### src/rtl/latch_id_ex_hazard.sv
// latch_id_ex_hazard
//   ID/EX pipeline register with built-in load-use hazard detection.
//   Captures the operands, register specifiers and control of the
//   instruction in ID and presents them to EX one cycle later. A bubble is
//   inserted on a flush or a load-use stall. Inserted bubbles are counted
//   by a saturating counter.
// Ports
//   i_clk, i_rst_n      clock (rising edge), asynchronous active-low reset
//   i_enable            debug step enable; 0 holds every register
//   i_flush             squash the instruction entering EX
//   i_cnt_clear         synchronous clear of o_bubble_cnt (needs i_enable)
//   i_IF_ID_rs/rt/rd    register specifiers of the instruction in ID
//   i_uses_rt           the instruction in ID reads rt as a source
//   i_ctrl              control bundle: [0]reg_write [1]mem_read
//                       [2]mem_write [3]mem_to_reg [4]alu_src [5]reg_dst
//                       [9:6]alu_op
//   i_data_a/b, i_imm   register file reads and sign-extended immediate
//   o_stall             combinational load-use stall (hold PC and IF/ID)
//   o_ID_EX_*, o_ctrl,
//   o_data_a/b, o_imm   registered EX-side copies
//   o_valid             1 = EX holds a real instruction, 0 = bubble
//   o_bubble_cnt        saturating count of inserted bubbles
module latch_id_ex_hazard #(
    parameter int NB_REG  = 5,
    parameter int NB_DATA = 32,
    parameter int NB_CTRL = 10,
    parameter int NB_CNT  = 16
) (
    input  logic               i_clk,
    input  logic               i_rst_n,
    input  logic               i_enable,
    input  logic               i_flush,
    input  logic               i_cnt_clear,
    input  logic [NB_REG-1:0]  i_IF_ID_rs,
    input  logic [NB_REG-1:0]  i_IF_ID_rt,
    input  logic [NB_REG-1:0]  i_IF_ID_rd,
    input  logic               i_uses_rt,
    input  logic [NB_CTRL-1:0] i_ctrl,
    input  logic [NB_DATA-1:0] i_data_a,
    input  logic [NB_DATA-1:0] i_data_b,
    input  logic [NB_DATA-1:0] i_imm,
    output logic               o_stall,
    output logic [NB_REG-1:0]  o_ID_EX_rs,
    output logic [NB_REG-1:0]  o_ID_EX_rt,
    output logic [NB_REG-1:0]  o_ID_EX_rd,
    output logic [NB_CTRL-1:0] o_ctrl,
    output logic [NB_DATA-1:0] o_data_a,
    output logic [NB_DATA-1:0] o_data_b,
    output logic [NB_DATA-1:0] o_imm,
    output logic               o_valid,
    output logic [NB_CNT-1:0]  o_bubble_cnt
);

    localparam logic [NB_CNT-1:0] CNT_MAX = '1;

    logic [NB_REG-1:0]  rs_q, rt_q, rd_q;
    logic [NB_CTRL-1:0] ctrl_q;
    logic [NB_DATA-1:0] data_a_q, data_b_q, imm_q;
    logic               valid_q;
    logic [NB_CNT-1:0]  cnt_q, cnt_d;
    logic               bubble;

    // A load in EX whose destination (rt) is a source of the instruction in
    // ID. Register 0 is hardwired zero and never creates a dependency.
    // Because the stalled cycle turns EX into a bubble, mem_read drops on
    // the next cycle and the stall lasts exactly one cycle.
    assign o_stall = ctrl_q[1] & valid_q & (rt_q != '0) &
                     ((rt_q == i_IF_ID_rs) | (i_uses_rt & (rt_q == i_IF_ID_rt)));

    // Flush and stall together still produce a single bubble.
    assign bubble = i_flush | o_stall;

    always_comb begin
        cnt_d = cnt_q;
        if (i_cnt_clear)
            cnt_d = '0;
        else if (bubble && cnt_q != CNT_MAX)
            cnt_d = cnt_q + 1'b1;
    end

    always_ff @(posedge i_clk or negedge i_rst_n) begin
        if (!i_rst_n) begin
            rs_q     <= '0;
            rt_q     <= '0;
            rd_q     <= '0;
            ctrl_q   <= '0;
            data_a_q <= '0;
            data_b_q <= '0;
            imm_q    <= '0;
            valid_q  <= 1'b0;
            cnt_q    <= '0;
        end else if (i_enable) begin
            cnt_q <= cnt_d;
            if (bubble) begin
                rs_q     <= '0;
                rt_q     <= '0;
                rd_q     <= '0;
                ctrl_q   <= '0;
                data_a_q <= '0;
                data_b_q <= '0;
                imm_q    <= '0;
                valid_q  <= 1'b0;
            end else begin
                rs_q     <= i_IF_ID_rs;
                rt_q     <= i_IF_ID_rt;
                rd_q     <= i_IF_ID_rd;
                ctrl_q   <= i_ctrl;
                data_a_q <= i_data_a;
                data_b_q <= i_data_b;
                imm_q    <= i_imm;
                valid_q  <= 1'b1;
            end
        end
    end

    assign o_ID_EX_rs   = rs_q;
    assign o_ID_EX_rt   = rt_q;
    assign o_ID_EX_rd   = rd_q;
    assign o_ctrl       = ctrl_q;
    assign o_data_a     = data_a_q;
    assign o_data_b     = data_b_q;
    assign o_imm        = imm_q;
    assign o_valid      = valid_q;
    assign o_bubble_cnt = cnt_q;

endmodule

### config.mk
export PLATFORM = sky130hd
export DESIGN_NAME = latch_id_ex_hazard
export DESIGN_NICKNAME = d
export VERILOG_FILES = /design/src/rtl/latch_id_ex_hazard.sv
export SDC_FILE = /design/constraint.sdc
export NUM_CORES = 1
export LEC_CHECK = 0
export ABC_CLOCK_PERIOD_IN_PS = 2200
export CAP_MARGIN = 20
export CORE_ASPECT_RATIO = 2
export CORE_MARGIN = 5
export CORE_UTILIZATION = 41
export CTS_CLUSTER_SIZE = 14
export DETAILED_ROUTE_END_ITERATION = 8
export PLACE_DENSITY = 0.79
export SKIP_LAST_GASP = 1
export SLEW_MARGIN = 40
export SYNTH_ARGS = -nofsm -noshare
export SYNTH_HDL_FRONTEND = slang
export SYNTH_SLANG_ARGS = --single-unit
### constraint.sdc
create_clock -name i_clk -period 2.2 [get_ports i_clk]
set_input_delay 0.55 -clock i_clk [delete_from_list [all_inputs] [get_ports i_clk]]
set_output_delay 0.55 -clock i_clk [all_outputs]
set_load 0.005 [all_outputs]
# --- Word level (Yosys, flattened, before mapping) ---
# Cells that the tools add are included.
totals:
  latch_bits: 0
  ramBits: 0
  inputBits: 127
  mem_count: 0
  rom_bits: 0
  out_inout_bits: 139
  regBits: 138
classes:
  bitwise: 6
  muxes: 10
  addsub: 1
  n_shift: 0
  n_lt_le_gt_ge: 0
  multipliers: 0
  n_eq_ne: 3
  div_mod_pow: 0
  n_reduce_logical: 4
ops:
  columns: ["op", "n"]
  rows:
  - ["$mux W32", 3]
  - ["$mux W16", 2]
  - ["$add A16 B1 Y16 const B", 1]
  - ["$ne A16 B16 Y1 const B", 1]
  - ["$mux W5", 3]
  - ["$eq A5 B5 Y1", 2]
  - ["$mux W10", 1]
  - ["$reduce_bool A5 Y1", 1]
  - ["$and A1 B1 Y1", 4]
  - ["$or A1 B1 Y1", 2]
  - ["$reduce_and A2 Y1", 1]
  - ["$reduce_bool A2 Y1", 1]
  - ["$logic_and A1 B1 Y1", 1]
  - ["$mux W1", 1]

# --- Longest topological paths before layout ---
# Gate-level depths: netlist of the first run.
depth:
  word_depth: 8
  mapped_depth: 8
  mapped_depth_nobuf: 7

# --- Worst setup path before layout of the first run ---
# Ideal clock, no wire load.
synth_path:
  path_type: "register -> register"
  start: "register cnt_q[0], in the netlist o_bubble_cnt[0]"
  end: "register cnt_q[3], in the netlist o_bubble_cnt[3]"
  path_buffers: 1
  stages_incl_launch_ff: 9
  setup_ns: 0.087
  arrival_ns: 1.919
  t_required_ns: 2.113
  path_slack_ns: 0.194
  cell_sequence: "dfrtp_1 > ha_1 > nand3_1 > or3_1 > o2bb2ai_1 > nor2_2 > buf_6 > a211o_1 > o211ai_1"
synth_via:
  elab_chain_cells: 4
synth_rtl:
  columns: ["item", "line", "source"]
  rows:
  - ["start, declared", "60", "logic [NB_CNT-1:0] cnt_q, cnt_d;"]
  - ["start signal, assigned", "93", "cnt_q <= cnt_d;"]
  - ["branches (longest 4 deep; another with $add A16 B1 Y16)", null, null]
# Several ways; the timed one is not identified. The select of a mux whose other input is x is not followed.
# A chain may end at the register's enable or synchronous reset.

# --- Final worst setup path of the first run ---
layout_path:
  start: "register rt_q[1], in the netlist o_ID_EX_rt[1]"
  end: "output o_stall"
layout_via:
  elab_chain_cells: 4
layout_rtl:
  columns: ["item", "line", "source"]
  rows:
  - ["start, declared", "56", "logic [NB_REG-1:0] rs_q, rt_q, rd_q;"]
  - ["start signal, assigned", "105", "rt_q <= i_IF_ID_rt;"]
  - ["$eq A5 B5 Y1", "68", "((rt_q == i_IF_ID_rs) | (i_uses_rt & (rt_q == i_IF_ID_rt)));"]
  - ["$and A1 B1 Y1", "68", null]
  - ["$or A1 B1 Y1", "68", null]
  - ["$and A1 B1 Y1 *", "67", "assign o_stall = ctrl_q[1] & valid_q & (rt_q != '0) &"]
  - ["end, declared", "42", "output logic o_stall,"]
# Mark *: on every way between the ends. The rest lies on a longest branch, timed or not.

==> impl_results.md, run 1 <==
* Status: finished, violations left
* Failing checks: setup timing
* Global route overflow at 0
* Die W at slightly above 90 µm
* Synthesis-stage register bit count at 138
* WP data required at 1.65 ns
* Clock Skew at roughly 0.012 ns
* Post-synthesis cell count at approximately 420
* CTS tree: yes
* Endpoint type of the worst setup path: output port
* Largest net degree at the start of global routing at between 70 and 80
* LEAKAGE at roughly 0.0044 µW
* First-pass iteration count of the detailed router at 5
* VDD IR max at just over 0.0005 V
* Fillers at between 800 and 900
* Count of cell types in the netlist at 42
* Num CTS Buffers at 17
* Worst hold path class: in2async
* Area of the mapped netlist at about 5500 µm²
* Post-DP HPWL at 13700 µm
* Input/output buffers at around 270
* Switching Fraction at 0.256
* Ys Warns at 0
* Worst path max stage delay at slightly below 0.5 ns
* Row cnt at 60
* Crit start category: flip-flop
* Number of global-route vias before repair at approximately 5500
* Initial core utilization at 0.414
* Wirelength, routed at 21700 µm
* CP cell instances: buf_6 -> or4_4 -> o211ai_4 -> nor2_2 -> buf_2
* Relative slew slack at 0.641
* Max_cap viols at 0
* Tmin final at ~2.4 ns
* Combinational power share at 0.199
* Tot GR Track Use at 0.267
* Fin nets at just under 900
* Slew Viols, Final at 0
* Reg clk slew, reported paths at approximately 0.07 ns
* First-pass GRT wire length at 32900 µm
* DIE HEIGHT at approximately 170 µm
* Post-synth top flop: dfrtp_1
* Clk_lat worst skew at roughly 0.42 ns
* Number of vias per cell at slightly below 6
* Area contributors post-synth: dfrtp_1, a22o_1, xor2_1
* Fin. Hold Viols at 0
* Final setup violating endpoints at 130
* Placement Setup Slack at -0.708 ns
* Initial DRC Count at ~230
* Number of buffers and inverters on the critical path at 2
* Ys async rst share at 1.00
* Fmax at between 400 and 500 MHz
* Core area at 13300 µm²
* Top Ports at roughly 270
* Clock buffer depth at 2
* Slowest stage cell, crit path: or4_4
* Clk root buf: clkbuf_16
* Routed len/inst at approximately 24 µm
* Post-synthesis sequential area ratio at 0.627
* Internal power at roughly 5300 µW
* Initial antenna violation count at 1
* RSZ-0062 raised after global routing: yes
* Residual DRC at 0
* H-tree depth at 4
* Clk pwr share at 0.400
* Cell accounting for the most synthesized area: dfrtp_1
* Psw at ~1800 µW
* CP arrival at 1.86 ns
* Fin Hold WS at 0.0747 ns
* Crit Path Class: reg2out
* Die Area at approximately 16000 µm²
* Post-synth EDFFs at 0
* Area Growth Syn to Fin at 80.4%
* Max FO, Critical Path at 2
* Final worst path period share at 1.09
* GPL Wtd Cong at between 0.8 and 0.9
* Worst setup margin at -0.207 ns
* PwrDens at approximately 720 nW/µm²
* Top Family by Delay on Critical Path: simple AND/OR/NAND/NOR gates
* Reg power frac at 0.401
* Vias at 5294
* Synth top area share at 0.627
* Avg Inst Size Synth at ~13 µm²
* Final ANT Viol Nets at 0
* Synthesized Nets at 550
* Fraction of layout cells with a size suffix above 1 at 0.164
* Worst-margin pin slew at about 0.54 ns
* Clock Sink Count at ~140
## cell usage after synthesis, types with 3 or more instances
cell / count
nor2_1: 13
nand4_1: 9
inv_1: 10
nand3_1: 8
and3_1: 3
clkbuf_1: 19
a311o_1: 4
xor2_1: 9
a41o_1: 5
a22o_1: 121
nor3_1: 6
buf_4: 9
nor2b_1: 4
buf_2: 6
a221oi_1: 5
nand2_1: 12
a31oi_1: 3
and2_1: 3
a21oi_1: 7
o211ai_1: 5
dfrtp_1: 138
## registers in the layout, summed over array words and instances (netlist names)
name	flops
o_data_a	32
o_ctrl	10
o_imm	32
o_ID_EX_rs	5
o_bubble_cnt	16
o_ID_EX_rt	5
o_valid	1
o_ID_EX_rd	5
o_data_b	32
## through the flow
| stage | setup TNS, ns | power [µW] | cells | utilization | instance area, µm² |
|---|---|---|---|---|---|
| 3_3_place_gp | -70.29 | 4100 | 853 | 0.648 | 8610 |
| 2_1_floorplan | 0 | 3240 | 422 | - | 5500 |
| 6_report | -11.58 | 7180 | 914 | 0.747 | 9930 |
| 5_1_grt | -23.88 | 7440 | 914 | 0.747 | 9930 |
| 4_1_cts | -7.19 | 7150 | 906 | 0.734 | 9760 |
| 3_5_place_dp | -74.95 | 4130 | 853 | 0.648 | 8610 |
## worst reg2reg max path, delay by kind of cell (launching register included)
kind	cells	cell delay (ns)
AOI/OAI and AO/OA	2	0.33
buffers and inverters	6	0.84
DFF	1	0.41
and+or+nand+nor	3	0.72
## layout make-up
class | instances | area (µm²) | area share
tap | 155 | 194 | 0.0195
clock inverter | 14 | 159 | 0.0160
antenna | 1 | 2.50 | 0.000252
multi-input combinational | 238 | 1940 | 0.195
sequential | 138 | 3450 | 0.348
inverter | 11 | 43.8 | 0.00441
clock buffer | 18 | 429 | 0.0432
timing repair buffer | 339 | 3710 | 0.373
## final timing paths
check | start | to | slack (ns) | cells past startpoint
setup reg to reg | o_ID_EX_rt[1] | o_ctrl[9] | -0.17 | 11
setup / recovery | o_ID_EX_rt[1] | o_stall | -0.21 | 5
max in group asynchronous | i_rst_n | o_data_b[16] | 1.43 | 2
hold / removal | i_rst_n | o_ctrl[0] | 0.07 | 1
hold reg to reg | o_imm[7] | o_imm[7] | 0.51 | 1
min in group i_clk | i_IF_ID_rt[3] | o_ID_EX_rt[3] | 0.49 | 2
## routing by layer
metal  vias to the layer above  share of wire  global-route usage
met5                         -              0                   0
met2                       336           0.51               0.446
met3                        52          0.093              0.0886
li1                       2289              -                   -
met1                      2617           0.37               0.321
met4                         0          0.034              0.0949
## cell usage in the layout, fill, tap and decap left out, types with 9 or more instances in the layout
cell type        netlist  routed
a22o_1               121     121
buf_12                 0      13
buf_16                 0      10
buf_4                  9      34
buf_6                  1      10
clkbuf_16              0      20
clkdlybuf4s50_1        0     259
dfrtp_1              138     138
inv_1                 10      10
nand2_1               12      12
nand4_1                9       9
nor2_1                13      12
## power groups by stage
stage	logic, µW	registers (µW)	clock network [µW]
floorplan	328	2920	0
global placement	1200	2890	0
detailed placement	1230	2910	0
CTS	1380	2860	2900
global route	1510	2900	3030
finish	1430	2880	2870
## kinds of logic after synthesis
kind of cell,Yosys count,synth area share
adder cells (fa/ha/maj),1,0.00227
XOR/XNOR,10,0.0159
buffers and inverters,46,0.0402
flip-flops,138,0.627
AND/OR/NAND/NOR,67,0.0641
AO/OA/AOI/OAI,158,0.246
multiplexers,2,0.00364
## timing repair
item	4_1_cts	5_1_grt
cloned	11	3
pin swaps	11	20
buffers inserted	10	9
resized for setup	36	20
hold buffers	0	0
setup endpoints to repair	129	139
Power figures use the tool's default switching activity.
==> run 2, diff against run 1 <==
- ABC_CLOCK_PERIOD_IN_PS: 2200 -> 3060
- CORE_ASPECT_RATIO: 2 -> 0.9
- CORE_UTILIZATION: 41 -> 44
- GPL_ROUTABILITY_DRIVEN: unset -> 0
- PLACE_DENSITY: 0.79 -> 0.84
- clock period: 2.2 -> 3.06 ns (I/O delays scaled with it)
==> impl_results.md, run 2 (synthesized netlist as in run 1, its figures left out) <==
* Final setup violating endpoints at 0
* Endpoint type of the worst setup path: output port
* Max FO, Critical Path at 2
* Reg clk slew, reported paths at about 0.060 ns
* CP arrival at approximately 2.2 ns
* Clock buffer depth at 2
* Most frequent cells in the layout: clkdlybuf4s50_1, dfrtp_1, a22o_1, clkbuf_16, nor2_1
* Crit Path Class: in2out
* Top Ports at ~270
* Wirelength, routed at roughly 18000 µm
* H-tree depth at 4
* RR Endpoint: o_bubble_cnt[10]
* First-pass GRT wire length at 27200 µm
* Fin nets at slightly above 800
* Slew Viols, Final at 0
* Placed Area at between 8000 and 9000 µm²
* Tot GR Track Use at 0.238
* DIE HEIGHT at between 100 and 150 µm
* PwrDens at roughly 550 nW/µm²
* Finished Core Util at 0.734
* Clock Sink Count at ~140
* Number of global-route vias before repair at roughly 5000
* Status: complete, no violations
* Input/output buffers at between 200 and 300
* Max_cap viols at 0
* WP data required at 2.29 ns
* Row cnt at 38
* Final ANT Viol Nets at 0
* Crit start category: input pin
* Final worst path period share at 0.958
* LEAKAGE at ~0.004 µW
* RSZ-0062 raised after global routing: no
* Largest net degree at the start of global routing at between 70 and 80
* CTS tree: yes
* Commonest non-fill, non-tap cell in the layout: clkdlybuf4s50_1
* Post-DP HPWL at 12600 µm
* Area Growth Syn to Fin at 62.3%
* Reg2Reg Depth at 8
* Reg2Reg Launch Point: o_bubble_cnt[0]
* Num CTS Buffers at 17
* Residual DRC at 0
* Initial core utilization at 0.452
* Fraction of layout cells with a size suffix above 1 at 0.0662
* Relative slew slack at 0.618
* Global route overflow at 0
* Fmax at 341 MHz
* Vias at between 4000 and 5000
* Worst hold path class: in2async
* Die W at 128 µm
* Initial DRC Count at 385
* Fin. Hold Viols at 0
* Reg2reg setup slack at just under 0.7 ns
* Fillers at about 820
* Clk_lat worst skew at 0.41 ns
* Core area at around 12000 µm²
* Routed len/inst at ~21 µm
* Clk root buf: clkbuf_16
* First-pass iteration count of the detailed router at 4
* Worst-margin pin slew at about 0.57 ns
* Cell area after layout at between 8000 and 9000 µm²
* Number of vias per cell at approximately 5.6
* VDD IR max at about 0.00036 V
* Tmin final at a little under 3 ns
* Die Area at 14800 µm²
* Clock Skew at around 0.011 ns
* Initial antenna violation count at 1
run 2: cell types whose count changed in the layout (fill, tap and decap cells not counted), moves of 3 or more:
cell	change
inv_6	-7
buf_16	-10
clkdlybuf4s50_1	+4
buf_6	-9
clkbuf_16	-3
dlygate4sd2_1	-3
clkbuf_8	+3
buf_12	-8
clkbuf_1	+3
buf_4	-27
buf_8	-4
run 2: layer usage:
layer / track usage / part of all wire / vias up
met5: 0 / 0 / -
met4: 0.104 / 0.028 / 0
met3: 0.0773 / 0.085 / 34
met2: 0.388 / 0.49 / 241
met1: 0.292 / 0.40 / 2341
li1: - / - / 2150
run 2: worst max-delay path by stage:
stage | startpoint | end | slack, ns | cells after the start
final | i_IF_ID_rt[2] | o_stall | 0.13 | 6
after global routing | i_IF_ID_rt[2] | o_stall | 0.06 | 6
after CTS | i_IF_ID_rt[1] | o_stall | 0.008 | 6
after detailed placement | i_IF_ID_rt[2] | o_stall | -0.30 | 6
after global placement | i_IF_ID_rt[3] | o_stall | -0.29 | 6
after floorplan | i_IF_ID_rt[3] | o_stall | 0.82 | 4
run 2: layout make-up:
cell class | instances | area [µm²] | area share
sequential | 138 | 3450 | 0.387
timing repair buffer | 277 | 2800 | 0.314
multi-input combinational | 238 | 1840 | 0.205
clock buffer | 24 | 482 | 0.0539
tap | 160 | 200 | 0.0224
clock inverter | 7 | 115 | 0.0129
inverter | 11 | 43.8 | 0.00490
antenna | 1 | 2.50 | 0.000280
run 2: per-stage QoR:
step | setup TNS (ns) | setup WS, ns | instances | total power, µW | hold slack (ns)
6_report | 0 | 0.127 | 856 | 4950 | 0.305
5_1_grt | 0 | 0.0582 | 856 | 5140 | 0.339
4_1_cts | 0 | 0.00831 | 855 | 4990 | 0.318
3_5_place_dp | -0.298 | -0.298 | 824 | 2910 | 0.497
3_3_place_gp | -0.285 | -0.285 | 824 | 2890 | 0.491
2_1_floorplan | 0 | 0.821 | 422 | 2330 | 0.469
run 2: report_power, final:
part           switching (µW)  internal (µW)
combinational             299            517
sequential                103           1970
clock                     727           1340
total                    1130           3820
run 2: timing repair:
action                     4_1_cts  5_1_grt
setup endpoints to repair        1        1
setup buffers                    0        0
resized for setup                1        2
pin swaps                        2        1
hold buffers                     0        0
run 2: critical path, cell delays in order:
cell and delay [ns]:
clkdlybuf4s50_1 0.45, xor2_1 0.17, nor4_2 0.34, a22oi_1 0.13, nor2_1 0.16, clkbuf_2 0.16
==> patch, RTL diff (config.mk and constraints of run 1) <==
Put one more register stage on the output `o_bubble_cnt`, with the module's reset. The value now appears one clock later. The other outputs are not delayed to match.
--- a/src/rtl/latch_id_ex_hazard.sv
+++ b/src/rtl/latch_id_ex_hazard.sv
@@ -121,7 +121,13 @@
     assign o_data_b     = data_b_q;
     assign o_imm        = imm_q;
     assign o_valid      = valid_q;
-    assign o_bubble_cnt = cnt_q;
+    always_ff @(posedge i_clk or negedge i_rst_n) begin
+        if (!i_rst_n) begin
+            o_bubble_cnt <= '0;
+        end else begin
+            o_bubble_cnt <= cnt_q;
+        end
+    end
 
 endmodule
 
Formal check against the unedited RTL: not equivalent (a bounded check fails within 4 cycles, from zero or initial values and one cycle with i_rst_n low).
==> patch against run 1 <==
The flow still finishes with violations (setup timing). Cell area increased by 4.5%. Register-to-register slack improved by 0.04 ns. Wire length increased by 1.3%. Cell count increased by 4.8%. Area after synthesis grew 7.3%. Total power rose by 4.3%. Setup slack better by 0.044 ns. Sequential cell count is 16 higher. Critical path type unchanged. Largest power group unchanged.
==> patch: results (changes against run 1) <==
The flow ran to the end, but the final reports show violations. Failing checks: setup timing (unchanged). The layout cell share with drive strength beyond 1 works out to 15.1% (was 16.4%). The relative contribution of sequential cells to total power came out at 42.6% (was 40.1%).

The met3 wirelength from detailed routing came out at 1.49 mm (was 2.01 mm). The count of vias placed by the detailed router is 5299 (was 5294). The overall routing resource usage was 25.5% (was 26.7%).

The cell area after placement was 0.00896 mm2 (was 0.00861 mm2); the net switching component of the power was 0.00192 W (was 0.00184 W). The worst-case hold slack came out at 0.445 ns (was 0.0747 ns). The number of diodes is 0 (was 1), and the combinational share of power is 19.1% (was 19.9%). The tools report the remaining max-slew budget at the tightest pin as 72.7% (was 64.1%). Data arrival at the endpoint of the critical path: 1.81 ns (was 1.86 ns).

Cells taking the most area after synthesis: sky130_fd_sc_hd__dfrtp_1, sky130_fd_sc_hd__a22o_1, sky130_fd_sc_hd__xor2_1 (unchanged). The post-detailed-route via-to-cell ratio was 5.53 (was 5.79); the total power divided by cell area was 721 mW/mm2 (was 723 mW/mm2). Cell total after placement: 891 (was 853). Minimum setup slack among reg-to-reg paths: -0.13 ns (was -0.17 ns). The worst-case vdd ir drop was 0.512 mV (was 0.506 mV). The logs give 438 (was 422) for the gate count of the mapped netlist and 4 (was 5) for the number of search-and-repair iterations in the first detailed-routing pass.

Worst min-delay path category: flop to flop (was input port to asynchronous set/reset pin). The run gives 70 (was 75) as the pin count of the biggest net entering global routing. For the placer's final routability congestion estimate, the log shows 0.956 (was 0.818). The net count reported at finish came out at 881 (was 873). The final worst-path setup slack was -0.162 ns (was -0.207 ns). The run gives 14 (was 10) as the setup fix buffers added after clock tree synthesis.

Number of endpoints failing setup at the final stage: 127 (was 130). Count of hold-fix buffers inserted at cts: 1 (was 0). The biggest cell delay along the critical path works out to 0.46 ns (was 0.49 ns).

The run gives 5610 (was 5453) as the number of global-route vias before repair. Global routing met1 resource utilization: 26.1% (was 32.1%). The tools report the minimum setup slack after placement as -0.653 ns (was -0.708 ns).

The logs give 45.1% (was 44.6%) for the met2 capacity usage during global routing and -7.12 ns (was -11.58 ns) for the total negative setup slack. The maximum clock skew at final layout came out at 0.0137 ns (was 0.0115 ns).
[patch: cell types whose count changed after synthesis]
cell                      before  now
sky130_fd_sc_hd__dfrtp_1     138  154
[patch: cell type report]
type	count	area [um2]
tap	192	240
inverter	11	43.8
clock inverter	14	139
fill	956	3900
clock buffer	18	439
multi-input combinational	238	1910
sequential	154	3860
timing repair buffer	331	3740
[patch: worst max-delay path: cells and delay by family, from the launching register on]
kind            cells  cell delay (ns)
buf+inv             1             0.13
xor+xnor            1             0.17
compound gates      1             0.16
flops               1             0.46
simple gates        2             0.49
[patch: cell families after synthesis]
| family | Yosys count | synth area share, % |
|---|---|---|
| compound gates | 158 | 23.0 |
| flops | 154 | 65.3 |
| simple gates | 67 | 5.98 |
| buf+inv | 46 | 3.75 |
| xor+xnor | 10 | 1.48 |
| mux | 2 | 0.339 |
| fa+ha+maj | 1 | 0.212 |
